File: src/rtl/dispatcher_pkg.sv
// Shared types and defaults for the job dispatcher and its operand FIFO.
package dispatcher_pkg;

    localparam int W_DEF       = 8;
    localparam int DEPTH_DEF   = 4;
    localparam int TIMEOUT_DEF = 15;

    typedef enum logic [1:0] {
        IDLE  = 2'd0,
        ISSUE = 2'd1,
        RUN   = 2'd2
    } state_t;

    // One extra pointer bit separates the full and empty cases.
    function automatic int ptr_width(input int depth);
        return $clog2(depth) + 1;
    endfunction

endpackage

File: src/rtl/job_fifo.sv
// Operand FIFO: circular buffer; the pointer MSB distinguishes full from empty.
module job_fifo
    import dispatcher_pkg::*;
#(
    parameter int W     = W_DEF,
    parameter int DEPTH = DEPTH_DEF
) (
    input  logic         clk,
    input  logic         rst,
    input  logic         i_push,
    input  logic [W-1:0] i_data,
    input  logic         i_pop,
    output logic [W-1:0] o_head,
    output logic         o_full,
    output logic         o_empty
);

    localparam int PW = ptr_width(DEPTH);
    localparam int AW = PW - 1;
    localparam logic [PW-1:0] PTR_ONE = {{(PW-1){1'b0}}, 1'b1};

    logic [PW-1:0] r_wr_ptr;
    logic [PW-1:0] r_rd_ptr;
    logic [W-1:0]  r_mem [DEPTH];
    logic          w_do_push;
    logic          w_do_pop;

    // Flags come only from the pointer registers, so a same-cycle pop never frees a slot early.
    assign o_full    = (r_wr_ptr[AW] != r_rd_ptr[AW]) && (r_wr_ptr[AW-1:0] == r_rd_ptr[AW-1:0]);
    assign o_empty   = (r_wr_ptr == r_rd_ptr);
    assign o_head    = r_mem[r_rd_ptr[AW-1:0]];
    assign w_do_push = i_push & ~o_full;
    assign w_do_pop  = i_pop & ~o_empty;

    // Storage and pointer update; pointers wrap naturally.
    always_ff @(posedge clk or negedge rst) begin
        if (!rst) begin
            r_wr_ptr <= '0;
            r_rd_ptr <= '0;
            for (int i = 0; i < DEPTH; i++) begin
                r_mem[i] <= '0;
            end
        end else begin
            if (w_do_push) begin
                r_mem[r_wr_ptr[AW-1:0]] <= i_data;
                r_wr_ptr                <= r_wr_ptr + PTR_ONE;
            end
            if (w_do_pop) begin
                r_rd_ptr <= r_rd_ptr + PTR_ONE;
            end
        end
    end

endmodule

File: src/rtl/job_dispatcher.sv
// Job dispatcher: queues operands, issues one job at a time to the control unit,
// captures the result and guards each job with a watchdog.
//
//   state | meaning
//   IDLE  | waiting for a queued operand, an idle control unit and a free output register
//   ISSUE | permit asserted for exactly one cycle, x already loaded
//   RUN   | waiting for feito; watchdog counts down, timeout drops the job
module job_dispatcher
    import dispatcher_pkg::*;
#(
    parameter int W       = W_DEF,
    parameter int DEPTH   = DEPTH_DEF,
    parameter int TIMEOUT = TIMEOUT_DEF
) (
    input  logic         clk,
    input  logic         rst,
    input  logic         in_valid,
    input  logic [W-1:0] in_data,
    output logic         in_ready,
    output logic         permit,
    output logic [W-1:0] x,
    input  logic         bc_ready,
    input  logic         feito,
    input  logic [W-1:0] res,
    output logic         out_valid,
    output logic [W-1:0] out_data,
    input  logic         out_ready,
    output logic         busy,
    output logic         err
);

    localparam int CW = $clog2(TIMEOUT);
    localparam logic [CW-1:0] WD_LOAD = CW'(TIMEOUT - 1);
    localparam logic [CW-1:0] WD_ONE  = {{(CW-1){1'b0}}, 1'b1};

    state_t        r_state;
    state_t        w_state_nxt;
    logic [CW-1:0] r_wd_cnt;
    logic [W-1:0]  r_x;
    logic          r_out_valid;
    logic [W-1:0]  r_out_data;
    logic          r_err;
    logic          w_push;
    logic          w_pop;
    logic          w_capture;
    logic          w_timeout;
    logic          w_fifo_full;
    logic          w_fifo_empty;
    logic [W-1:0]  w_head;

    assign in_ready  = ~w_fifo_full;
    assign w_push    = in_valid & ~w_fifo_full;
    assign permit    = (r_state == ISSUE);
    assign busy      = (r_state != IDLE);
    assign x         = r_x;
    assign out_valid = r_out_valid;
    assign out_data  = r_out_data;
    assign err       = r_err;

    job_fifo #(
        .W     (W),
        .DEPTH (DEPTH)
    ) u_fifo (
        .clk     (clk),
        .rst     (rst),
        .i_push  (w_push),
        .i_data  (in_data),
        .i_pop   (w_pop),
        .o_head  (w_head),
        .o_full  (w_fifo_full),
        .o_empty (w_fifo_empty)
    );

    // Next state and job events; feito only matters in RUN and wins over the watchdog.
    always_comb begin
        w_state_nxt = r_state;
        w_pop       = 1'b0;
        w_capture   = 1'b0;
        w_timeout   = 1'b0;
        unique case (r_state)
            IDLE: begin
                if (!w_fifo_empty && bc_ready && !r_out_valid) begin
                    w_state_nxt = ISSUE;
                    w_pop       = 1'b1;
                end
            end
            ISSUE: begin
                w_state_nxt = RUN;
            end
            RUN: begin
                if (feito) begin
                    w_capture   = 1'b1;
                    w_state_nxt = IDLE;
                end else if (r_wd_cnt == '0) begin
                    w_timeout   = 1'b1;
                    w_state_nxt = IDLE;
                end
            end
            default: begin
                w_state_nxt = IDLE;
            end
        endcase
    end

    // State register.
    always_ff @(posedge clk or negedge rst) begin
        if (!rst) begin
            r_state <= IDLE;
        end else begin
            r_state <= w_state_nxt;
        end
    end

    // Watchdog: loaded during ISSUE so it reaches zero on the TIMEOUT-th RUN cycle.
    always_ff @(posedge clk or negedge rst) begin
        if (!rst) begin
            r_wd_cnt <= '0;
        end else if (r_state == ISSUE) begin
            r_wd_cnt <= WD_LOAD;
        end else if (r_state == RUN && r_wd_cnt != '0) begin
            r_wd_cnt <= r_wd_cnt - WD_ONE;
        end
    end

    // Operand held for the datapath; changes only when a job is popped.
    always_ff @(posedge clk or negedge rst) begin
        if (!rst) begin
            r_x <= '0;
        end else if (w_pop) begin
            r_x <= w_head;
        end
    end

    // Result register; IDLE never issues while it is full, so capture cannot overwrite.
    always_ff @(posedge clk or negedge rst) begin
        if (!rst) begin
            r_out_valid <= 1'b0;
            r_out_data  <= '0;
        end else if (w_capture) begin
            r_out_valid <= 1'b1;
            r_out_data  <= res;
        end else if (r_out_valid && out_ready) begin
            r_out_valid <= 1'b0;
        end
    end

    // Sticky timeout flag; dispatch keeps going after a dropped job.
    always_ff @(posedge clk or negedge rst) begin
        if (!rst) begin
            r_err <= 1'b0;
        end else if (w_timeout) begin
            r_err <= 1'b1;
        end
    end

endmodule

File: config.mk
export PLATFORM = sky130hd
export DESIGN_NAME = job_dispatcher
export DESIGN_NICKNAME = d
export VERILOG_FILES = /design/src/rtl/dispatcher_pkg.sv /design/src/rtl/job_fifo.sv /design/src/rtl/job_dispatcher.sv
export SDC_FILE = /design/constraint.sdc
export NUM_CORES = 1
export LEC_CHECK = 0
export ABC_CLOCK_PERIOD_IN_PS = 2200
export BUFFER_PORTS_ARGS = -buffer_cell sky130_fd_sc_hd__buf_4
export CORE_ASPECT_RATIO = 1.75
export CORE_MARGIN = 5
export CORE_UTILIZATION = 50
export DETAILED_ROUTE_END_ITERATION = 8
export PLACE_DENSITY = 0.74
export SYNTH_ARGS = -nofsm -noshare
export SYNTH_HDL_FRONTEND = slang
export SYNTH_HIERARCHICAL = 1
export SYNTH_SLANG_ARGS = --single-unit
File: constraint.sdc
create_clock -name clk -period 2.2 [get_ports clk]
set_input_delay 0.33 -clock clk [delete_from_list [all_inputs] [get_ports clk]]
set_output_delay 0.33 -clock clk [all_outputs]
set_load 0.03 [all_outputs]
=== Yosys cells after proc, flatten, opt, wreduce, memory -nomap -nowiden ===
Cells that the tools add are included.

* Muxes and demuxes: 21
* $add $sub $neg: 3
* Bitwise gates (word level): 7
* Reduce and logical (&&, ||, !) cells: 15
* Order comparisons: 3
* Eq/ne operators: 7

{| class="wikitable"
|+ Operators with widths
! operator !! number
|-
| $bwmux W32 || 1
|-
| $mux W8 || 3
|-
| $bmux W8 S2 || 1
|-
| $demux W8 S2 || 1
|-
| $mux W1 || 9
|-
| $mux W4 || 2
|-
| $add A3 B1 Y3 const B || 2
|-
| $ge A3 B3 Y1 const B || 2
|-
| $logic_and A1 B1 Y1 || 6
|-
| $mux W2 || 3
|-
| $not A2 Y3 || 2
|-
| $pmux W2 S3 || 1
|-
| $reduce_bool A2 Y1 || 3
|-
| $logic_not A4 Y1 || 1
|-
| $reduce_bool A4 Y1 || 1
|-
| $sub A4 B1 Y4 const B || 1
|-
| $and A1 B1 Y1 || 3
|-
| $eq A3 B3 Y1 || 1
|-
| $lt A3 B1 Y1 const B || 1
|-
| $ne A3 B3 Y1 const B || 1
|-
| $eq A2 B1 Y1 const B || 1
|-
| $eq A2 B2 Y1 || 1
|-
| $eq A2 B2 Y1 const B || 1
|-
| $logic_not A1 Y1 || 2
|-
| 5 further kinds || 6
|}

* Flip-flop bits (word level): 62
* Output and inout bits: 21
* Bits of input ports: 22
* Logic and storage cells: 68

=== Logic depth before layout (Yosys ltp) ===
* Depth in word-level cells: 7
* Gate-level depth with buffers: 7

=== Cells and area by module ===
Netlist, hierarchy kept.

{| class="wikitable"
|+ Modules (own cells, without submodules)
! module !! seq. area each (um^2) !! area an instance (um^2) !! cells an instance !! times used
|-
| job_fifo || 950.9 || 1886.8 || 121 || 1
|-
| job_dispatcher || 600.6 || 1043.5 || 77 || 1
|}

=== Worst setup path before layout ===
Ideal clock, no wire load.

* Path type: register to register
* From: register u_fifo.r_rd_ptr[1]
* To: register u_fifo/r_mem[0] (netlist bit)
* Arrival time: 2092 ps
* Period minus slack after synthesis: 2216 ps
* Stages on the path, launching flop included: 8
* Required time: 2075 ps
* Library setup time: 125 ps
* Path slack: -16 ps
* Cells stage by stage: dfrtp_1 > buf_2 > xor2_1 > nor3_1 > nor2b_1 > nand2_1 > a31oi_4 > mux2_2

* Word-level cells in the longest chain between the ends: 5

{| class="wikitable"
|+ Ends and longest elaborated chain
! what !! line !! text
|-
| from (decl) || job_fifo.sv:23 || <nowiki>logic [PW-1:0] r_rd_ptr;</nowiki>
|-
| from (signal assigned) || job_fifo.sv:49 || <nowiki>r_rd_ptr <= r_rd_ptr + PTR_ONE;</nowiki>
|-
| $eq A2 B2 Y1 || job_fifo.sv:29 || <nowiki>assign o_full = (r_wr_ptr[AW] != r_rd_ptr[AW]) && (r_wr_ptr[AW-1:0] == r_rd_ptr[AW-1:0]);</nowiki>
|-
| $logic_and A1 B1 Y1 || job_fifo.sv:29 ||
|-
| via w_fifo_full || job_dispatcher.sv:47 || <nowiki>logic w_fifo_full;</nowiki>
|-
| $not A1 Y1 || job_dispatcher.sv:52 || <nowiki>assign w_push = in_valid & ~w_fifo_full;</nowiki>
|-
| $and A1 B1 Y1 || job_dispatcher.sv:52 ||
|-
| via w_push || job_dispatcher.sv:43 || <nowiki>logic w_push;</nowiki>
|-
| $and A1 B1 Y1 || job_fifo.sv:32 || <nowiki>assign w_do_push = i_push & ~o_full;</nowiki>
|-
| to (signal, indexed assignment) || job_fifo.sv:45 || <nowiki>r_mem[r_wr_ptr[AW-1:0]] <= i_data;</nowiki>
|-
| to (decl) || job_fifo.sv:24 || <nowiki>logic [W-1:0] r_mem [DEPTH];</nowiki>
|}

The timed path passes the listed nets, and every way through them passes these cells.
A chain may end at the register's enable or synchronous reset.

=== Worst setup path after layout ===
* From: register u_fifo.r_rd_ptr[2]
* To: register u_fifo/r_mem[13] (netlist bit)

* Word-level cells in the longest chain between the ends: 5

{| class="wikitable"
|+ Ends and longest elaborated chain
! what !! line
|-
| $ne A1 B1 Y1 || job_fifo.sv:29
|-
| $logic_and A1 B1 Y1 || job_fifo.sv:29
|-
| via w_fifo_full || job_dispatcher.sv:47
|-
| $not A1 Y1 || job_dispatcher.sv:52
|-
| $and A1 B1 Y1 || job_dispatcher.sv:52
|-
| via w_push || job_dispatcher.sv:43
|-
| $and A1 B1 Y1 || job_fifo.sv:32
|}

The timed path passes the listed nets, and every way through them passes these cells.

==> qor.yml <==
logic_synthesis:
  avgSynthCellArea_um2: 14.8
  synthDistinctLibCells: 39
  yosysWarnings: 6
  synth-adder-area-share_pct: 2.56
  synth_area_mm2: 0.00293
  ys_seq_area_share_pct: 52.9
  ys_ff_latch: 62
  synth_area_leaders: "dfrtp_1 53%, mux2_2 19%, mux4_2 6.1%"
  yosys.area.top_type_share_pct: 52.9
  synthXorXnorAreaFrac_pct: 3.54
  synthCells: 198
  synthMuxAreaShare_pct: 25.0
  synth_top_family_by_area: "multiplexers"
  yosys.area.top_type: "dfrtp_1"
  synth_nets: 226
  synth-simple-area-share_pct: 6.87
  synth_compound_area_share_pct: 7.17
sta:
  finalHoldViolations: 0
  holdWs_ps: 60.7
  clock_skew_ps: 7.99
  finalSetupViolCount: 0
  maxSlewViolCount: 0
  fmax_mhz: 476
  slew_headroom_pct: 49.2
  fin_crit_ps: 2100
  fin_crit_sh_pct: 95.6
  tightest_slew_ps: 761
clocking:
  cts_root_buf: "clkbuf_8"
  cts_inserted_buffers: 9
  clock-sinks: 62
  holdBufCountCts: 0
  ctsLongestPathBuffers: 2
  clock_latency_ps: 340
  cts_tree: "done"
  cts-htree-levels: 3
  clkSlewWorstSetupHoldPaths_ps: 70
layout:
  design_area_mm2: 0.00368
  final_cells: 345
  final_cell_mix: "62 x dfrtp_1, 54 x buf_4, 49 x mux2_2, 11 x clkbuf_8, 9 x nand2_1"
  drive_above_1_share_pct: 53.6
  area_growth_syn_to_layout_pct: 25.5
  diodes: 0
  nets: 290
  final_common_cell: "dfrtp_1"
  nFillCells: 459
  final_util_pct: 63.6
global_route:
  use_met1_pct: 21.2
  grt_max_degree: 63
  grt_usage_pct: 17.5
  grt_first_pass_wirelength_mm: 9.66
  met3_usage_pct: 4.56
  antenna_found_initial: 0
  grt_pass1_vias: 1952
  grt-busiest-layer: "met2"
  grt_util_met2_pct: 27.7
  grt-ovfl-total: 0
pwr:
  switching_power_mw: 2.42
  p_int_mw: 3.81
  leakage_nw: 1.61
  peakVddDrop_v: 0.00109
  cellPowerDensity_mw_per_mm2: 1690
  p_clk_share_pct: 14.7
  comb_power_share_pct: 52.2
  power_mw: 6.22
  swShare_pct: 38.8
  sequentialPowerShare_pct: 33.1
status:
  status: "finished clean"
run:
  drv_cap: 0
floorplanning:
  die_h_um: 111
  fp-row-count: 37
  core_mm2: 0.00579
  die-area_mm2: 0.00755
  ios: 43
  die_width_um: 67.9
  start_util_pct: 50.6
setup_path:
  crit_arrival_ps: 2320
  start_kind: "register"
  critPathRequiredTime_ps: 2420
  endpoint_kind: "register"
  path_max_fanout: 8
  path_class: "register to register"
  rrSetupSlack_ps: 100
  r2r_cells: 7
routing:
  via_per_inst: 5.52
  route.detailed.drc: 0
  firstDrtPassIters: 4
  via_count: 1906
  postRouteAntennaNets: 0
  wire_per_inst_um: 17.2
  drt-initial-drc-count: 127
  routed_wl_mm: 5.93
placement:
  dpl.hpwl_mm: 4.07
  portBuffers: 42
  globalplace.congestion: 0.869
  dp_cells: 325
  place_area_mm2: 0.00341
worst_hold_path:
  hold_path_class: "primary input to asynchronous set/reset pin"
-- area by class of cell --
cell class / instances / area, um2 / share of cell area, %
clock buffers: 11 / 151 / 4.12
repair buffers: 58 / 485 / 13.2
well taps: 78 / 97.6 / 2.65
clock inverters: 5 / 33.8 / 0.918
flip-flops and latches: 62 / 1550 / 42.2
inverters: 7 / 26.3 / 0.714
multi-input cells: 124 / 1330 / 36.2
-- stage by stage --
stage	worst slack [ps]	TNS, ps
finish	97.2	0
floorplan	78.5	0
CTS	42.7	0
global placement	125	0
global route	-24.2	-80.1
detailed placement	62.4	0
-- cells in the mapped netlist --
cell type and n:
nand4b_1 1, nor3b_1 1, a22oi_1 1, o311ai_0 2, xnor2_1 2, xor2_1 3, a31oi_1 2, buf_6 1
a311oi_1 1, and3_1 1, o21ai_0 3, nor3_1 4, nor2_1 1, nor2b_1 3, or3b_2 1, o31ai_1 1
xor2_4 1, mux4_2 8, nand2b_1 4, mux2_2 49, nand2_1 9, nand4_1 1, or2_4 1, nor4b_4 1
nand3_1 1, inv_1 7, and2b_1 1, a211oi_1 2, a21o_1 2, clkbuf_1 1, a311o_1 1, buf_2 3
ha_1 6, dfrtp_1 62, o22ai_1 1, a31oi_4 4, nor4b_1 2, a221o_1 1, xnor2_2 2
-- logic make-up (layout without fill, tap and decap cells) --
logic type      Yosys count  after routing
flops                    62             62
mux                      57             57
simple gates             32             32
compound gates           21             21
buf+inv                  12             81
xor+xnor                  8              8
fa+ha+maj                 6              6
-- sequential cells by signal (all words and copies together), names as in the netlist --
register,cells
err,1
out_data,8
out_valid,1
r_state,2
r_wd_cnt,4
u_fifo/r_mem,32
u_fifo/r_rd_ptr,3
u_fifo/r_wr_ptr,3
x,8
-- layer usage --
metal	share of wire (%)	routed length, um
met5	0	0
met2	53	3140
met3	4.7	281
met4	2.9	174
met1	39	2330
-- power by group through the flow --
stage	registers (mW)	logic [mW]	clock network [mW]
after global routing	2.13	3.48	1.01
final	2.06	3.25	0.918
after CTS	2.05	3.14	0.935
after global placement	2.05	3.05	0
after detailed placement	2.08	3.12	0
after floorplan	2.33	1.90	0
-- worst paths after layout --
check	from	endpoint
max in group asynchronous	rst	u_fifo/r_mem[13]
worst max register to register	u_fifo/r_rd_ptr[2]	u_fifo/r_mem[13]
min in group clk	out_ready	out_valid
worst min-delay path	rst	u_fifo/r_rd_ptr[2]
worst min register to register	err	err
worst max-delay path	u_fifo/r_rd_ptr[2]	u_fifo/r_mem[13]
-- worst max-delay path: stages (launching register included) --
cell and delay, ps:
dfrtp_1 470, xnor2_1 290, nor3_1 110, nor2b_2 270, nand2_1 160, a31oi_4 200
buf_12 150, mux2_2 330
-- timing repair --
item / CTS / global route
endpoints found under the setup margin: 0 / 40
resized for setup: 0 / 1
setup buffers: 0 / 4
Power figures use the tool's default switching activity.
